**src/rtl/mac16_dot_pkg.sv**
```systemverilog
// Shared definitions for the mac16_dot dot-product engine and its multiplier.
package mac16_dot_pkg;

  localparam int unsigned MUL_OP_W   = 16;
  localparam int unsigned MUL_PROD_W = 32;

  typedef struct packed {
    logic [MUL_OP_W-1:0] a;
    logic [MUL_OP_W-1:0] b;
    logic                last;
  } s0_t;

endpackage

```
**src/rtl/mul16_16.sv**
```systemverilog
// 16x16 unsigned combinational multiplier feeding the mac16_dot product register.
module mul16_16
  import mac16_dot_pkg::*;
(
  input  logic [MUL_OP_W-1:0]   a,
  input  logic [MUL_OP_W-1:0]   b,
  output logic [MUL_PROD_W-1:0] p
);

  always_comb begin
    p = MUL_PROD_W'(a) * MUL_PROD_W'(b);
  end

endmodule

```
**src/rtl/mac16_dot.sv**
```systemverilog
// Streaming unsigned dot-product engine: operand register, multiplier, product
// register and accumulator, with a single global stall under output backpressure.
module mac16_dot
  import mac16_dot_pkg::*;
#(
  parameter int unsigned ACC_W = 40,
  parameter int unsigned LEN_W = 8
) (
  input  logic                clk,
  input  logic                rst_n,
  input  logic                in_valid,
  output logic                in_ready,
  input  logic [MUL_OP_W-1:0] in_a,
  input  logic [MUL_OP_W-1:0] in_b,
  input  logic                in_last,
  output logic                out_valid,
  input  logic                out_ready,
  output logic [ACC_W-1:0]    out_sum,
  output logic [LEN_W-1:0]    out_count,
  output logic                out_ovf
);

  logic                  stall;
  logic                  accept;
  logic                  v0, v1;
  s0_t                   s0;
  logic [MUL_PROD_W-1:0] prod;
  logic [MUL_PROD_W-1:0] prod1;
  logic                  last1;
  logic [ACC_W-1:0]      acc;
  logic [LEN_W-1:0]      cnt;
  logic                  ovf;
  logic [ACC_W:0]        nxt;
  logic [LEN_W-1:0]      cnt_nxt;
  logic                  ovf_nxt;

  assign stall    = out_valid & ~out_ready;
  assign in_ready = rst_n & ~stall;
  assign accept   = in_valid & in_ready;

  always_ff @(posedge clk or negedge rst_n) begin
    if (!rst_n) begin
      v0 <= 1'b0;
      s0 <= '0;
    end else if (!stall) begin
      v0 <= accept;
      if (accept) begin
        s0 <= '{a: in_a, b: in_b, last: in_last};
      end
    end
  end

  mul16_16 u_mul (
    .a (s0.a),
    .b (s0.b),
    .p (prod)
  );

  always_ff @(posedge clk or negedge rst_n) begin
    if (!rst_n) begin
      v1    <= 1'b0;
      prod1 <= '0;
      last1 <= 1'b0;
    end else if (!stall) begin
      v1    <= v0;
      prod1 <= prod;
      last1 <= s0.last;
    end
  end

  always_comb begin
    nxt     = {1'b0, acc} + (ACC_W + 1)'(prod1);
    ovf_nxt = ovf | nxt[ACC_W];
    cnt_nxt = (&cnt) ? cnt : cnt + LEN_W'(1);
  end

  // The closing beat bypasses acc so the accumulator is already clear for the
  // first beat of the next vector, which may follow on the very next edge.
  always_ff @(posedge clk or negedge rst_n) begin
    if (!rst_n) begin
      acc       <= '0;
      cnt       <= '0;
      ovf       <= 1'b0;
      out_valid <= 1'b0;
      out_sum   <= '0;
      out_count <= '0;
      out_ovf   <= 1'b0;
    end else if (!stall) begin
      out_valid <= v1 & last1;
      if (v1) begin
        if (last1) begin
          out_sum   <= nxt[ACC_W-1:0];
          out_count <= cnt_nxt;
          out_ovf   <= ovf_nxt;
          acc       <= '0;
          cnt       <= '0;
          ovf       <= 1'b0;
        end else begin
          acc <= nxt[ACC_W-1:0];
          cnt <= cnt_nxt;
          ovf <= ovf_nxt;
        end
      end
    end
  end

endmodule

```
**config.mk**
```make
export PLATFORM = sky130hd
export DESIGN_NAME = mac16_dot
export DESIGN_NICKNAME = d
export VERILOG_FILES = /design/src/rtl/mac16_dot_pkg.sv /design/src/rtl/mul16_16.sv /design/src/rtl/mac16_dot.sv
export SDC_FILE = /design/constraint.sdc
export NUM_CORES = 1
export LEC_CHECK = 0
export CAP_MARGIN = 40
export CELL_PAD_IN_SITES_DETAIL_PLACEMENT = 0
export CELL_PAD_IN_SITES_GLOBAL_PLACEMENT = 1
export CORE_UTILIZATION = 49
export CTS_CLUSTER_DIAMETER = 30
export CTS_CLUSTER_SIZE = 14
export DETAILED_ROUTE_END_ITERATION = 16
export GPL_TIMING_DRIVEN = 0
export PLACE_DENSITY_LB_ADDON = 0.1
export SYNTH_ARGS = -nofsm -noshare
export SYNTH_HDL_FRONTEND = slang
export SYNTH_SLANG_ARGS = --single-unit
export TNS_END_PERCENT = 5
```
**constraint.sdc**
```tcl
create_clock -name clk -period 6.7 [get_ports clk]
set_input_delay 1.34 -clock clk [delete_from_list [all_inputs] [get_ports clk]]
set_output_delay 1.34 -clock clk [all_outputs]
set_load 0.01 [all_outputs]
```
==> results.json <==
{
  "final_min_period_over_clock_period": 0.949,
  "io_pins": 88,
  "chipHeight_um": 187,
  "timing_worst_slew_pin_value_ns": 0.794,
  "kind_of_critical_path": "flop to flop",
  "max_cap_viol_count": 0,
  "synth-edff-count": 0,
  "layout.nets": 2264,
  "drt_pass1_iterations": 4,
  "cts-buffers-inserted": 17,
  "diodes": 0,
  "drc_markers": 0,
  "syn_avg_cell_area_um2": 9.38,
  "endpoint_kind": "flop",
  "arrival_ns": 6.67,
  "outcome": "complete, no violations",
  "post-route-min-period_ns": 6.36,
  "ctsLongestPathBuffers": 2,
  "finalWeightedCongestion": 0.889,
  "hold_class": "flop to flop",
  "routed-via-count": 12370,
  "share_of_the_synthesized_netlist_area_taken_by_xor_and_xnor_gates": 0.0340,
  "worst_hold_slack_ns": 0.473,
  "worst_skew_pair.late_latency_ns": 0.45,
  "cts_setup_buffers": 0,
  "synth.distinct_cells": 75,
  "dr_wl_met3_um": 1240,
  "critPathRequiredTime_ns": 7.02,
  "synthesized_area_fraction_occupied_by_ao_oa_aoi_and_oai_cells": 0.114,
  "detailed_place_hpwl_um": 33800,
  "timing.max_slew.rel_slack": 0.471,
  "mostFrequentLayoutCells": "nand2_1, inv_1, fa_1, dfrtp_1, ha_1",
  "cts_tree": "built",
  "route.met2.wl_um": 20500,
  "cts.hold.buffers_added": 0,
  "critical_path.max_fanout": 10,
  "global_route.usage.total": 0.255,
  "route.layer.met1.wl_um": 19300,
  "starting_density_of_the_core": 0.499,
  "global_route_wire_length_before_repair_um": 69400,
  "achievable-frequency_mhz": 157,
  "port-buffer-count": 87,
  "placementRows": 67,
  "postLayoutCoreUtil": 0.563,
  "synth_adder_area_share": 0.335,
  "floorplan.die.width_um": 187,
  "top_post_synthesis_cells_by_area": "dfrtp_1, fa_1, ha_1",
  "htree_levels": 4,
  "hold_violations": 0,
  "ys_seq_elements": 167,
  "share_of_synthesized_area_occupied_by_flip_flops_and_latches": 0.249,
  "viasPerCell": 5.25,
  "synthArstFlopShare": 1.00,
  "highest-signal-layer": "met4",
  "postSynthCellCount": 1788,
  "synthDominantAreaCellType": "dfrtp_1",
  "finalClockSkew_ns": 0.0134,
  "grt-ovfl-total": 0,
  "layout.cells.most_common": "nand2_1",
  "placed_cell_area_um2": 18200,
  "synth.cell_area_um2": 16800,
  "dominant_combinational_cell_family_by_area_after_synthesis": "adder cells",
  "rsz0062_at_grt": "true",
  "detailedRoute.firstIterationViolations": 605,
  "setup_viol_count_final": 0,
  "synth-simple-area-share": 0.157,
  "antenna_violating_nets_post_route": 0,
  "number_of_antenna_violations_at_the_first_check_in_global_routing": 0,
  "timing.final.max_slew_violations": 0,
  "drt-total-wl_um": 41800,
  "grt_pass1_vias": 12948,
  "mux_share_of_post_synthesis_cell_area": 0.0348,
  "synth_flop_cell": "dfrtp_1",
  "yosys_warnings": 0,
  "areaGrowthSynthToFinish_pct": 12.9,
  "cts.sinks": 167,
  "routed_len_inst_um": 17.8,
  "worst_setup_path_start_kind": "flop",
  "drive_above_1_share": 0.0797,
  "core_region_area_um2": 33600,
  "clk_transition_reported_paths_ns": 0.08,
  "synthesis.nets": 2157,
  "finished_cell_area_um2": 18900,
  "floorplan.die_area_um2": 35000,
  "clockRootBuffer": "clkbuf_16",
  "grt_max_degree": 95,
  "yosysTopAreaCellShare": 0.249
}
cell families after synthesis:
logic type / Yosys count
AND/OR/NAND/NOR: 554
buffers and inverters: 323
XOR/XNOR: 65
AO/OA/AOI/OAI: 295
adder cells (fa/ha/maj): 332
multiplexers: 52
flip-flops: 167
synth_stat cells, drive strengths merged, types with 10 or more instances:
cell type  instances
o31ai             11
a21o              42
fa               195
o21ai             93
a31oi             10
inv              237
and3              13
nand2            278
nand4             12
clkbuf            81
xnor2             33
ha               137
dfrtp            167
and2             130
xor2              32
nor3              10
nand3             25
mux2              50
nor2              56
a21oi             75
a22o              16
what timing repair did:
| action | 4_1_cts | 5_1_grt |
|---|---|---|
| gates resized for setup | 12 | 57 |
| cloned | 0 | 0 |
| hold endpoints to repair | 0 | 0 |
| endpoints found under the setup margin | 9 | 10 |
worst paths after layout:
| check | slack [ns] | to | depth (start not counted) | from |
|---|---|---|---|---|
| worst max-delay path | 0.34 | prod1[25]$_DFFE_PN0N_ | 21 | s0[26]$_DFFE_PN0P_ |
| worst min-delay path | 0.47 | v1$_DFFE_PN0N_ | 2 | v0$_DFFE_PN0N_ |
| worst max register to register | 0.34 | prod1[25]$_DFFE_PN0N_ | 21 | s0[26]$_DFFE_PN0P_ |
| worst min register to register | 0.47 | v1$_DFFE_PN0N_ | 2 | v0$_DFFE_PN0N_ |
| max in group asynchronous | 4.94 | s0[5]$_DFFE_PN0P_ | 2 | rst_n |
| min in group asynchronous | 0.87 | out_sum[34]$_DFFE_PN0P_ | 1 | rst_n |
area by class of cell:
cell class                      instances  area (um2)
Buffer                                 86         434
Clock buffer                           18         439
Clock inverter                         13         168
Fill cell                            3093       14700
Inverter                              237         890
Multi-Input combinational cell       1298       11300
Sequential cell                       167        4190
Tap cell                              448         561
Timing Repair Buffer                   88         903
worst max-delay path: stages (launching register included):
cell	delay, ns
dfrtp_2	0.49
clkbuf_4	0.28
nand2_1	0.09
fa_1	0.49
fa_1	0.55
inv_1	0.05
fa_1	0.51
inv_1	0.06
fa_1	0.55
fa_1	0.43
fa_1	0.49
inv_1	0.04
ha_1	0.38
o21ai_0	0.13
a22o_1	0.25
o31a_1	0.29
o31a_1	0.16
a21oi_2	0.34
and3_1	0.23
a311oi_1	0.11
xor2_1	0.20
a21oi_1	0.09
registers in the layout, indices dropped and copies added, names as in the netlist:
name / flops
ovf: 1
last1: 1
out_sum: 40
acc: 40
s0: 33
cnt: 8
v0: 1
v1: 1
out_valid: 1
out_count: 8
out_ovf: 1
prod1: 32
per-layer routing:
| layer | global-route usage | vias to the layer above |
|---|---|---|
| li1 | - | 6003 |
| met1 | 0.342 | 6078 |
| met2 | 0.434 | 241 |
| met3 | 0.0296 | 48 |
| met4 | 0.0757 | 0 |
| met5 | 0 | - |
per-stage QoR:
| stage | setup WS (ns) | setup TNS, ns | std cells |
|---|---|---|---|
| after global placement | -3.37 | -573.62 | 2323 |
| after floorplan | 0.705 | 0 | 1788 |
| after global routing | -0.0109 | -0.0109 | 2355 |
| after CTS | 0.00318 | 0 | 2355 |
| final | 0.342 | 0 | 2355 |
| after detailed placement | -0.236 | -1.24 | 2324 |
Power is left out: the tool's default activity adds up to more than one toggle a clock period on the data nets, which glitch-free logic cannot reach.
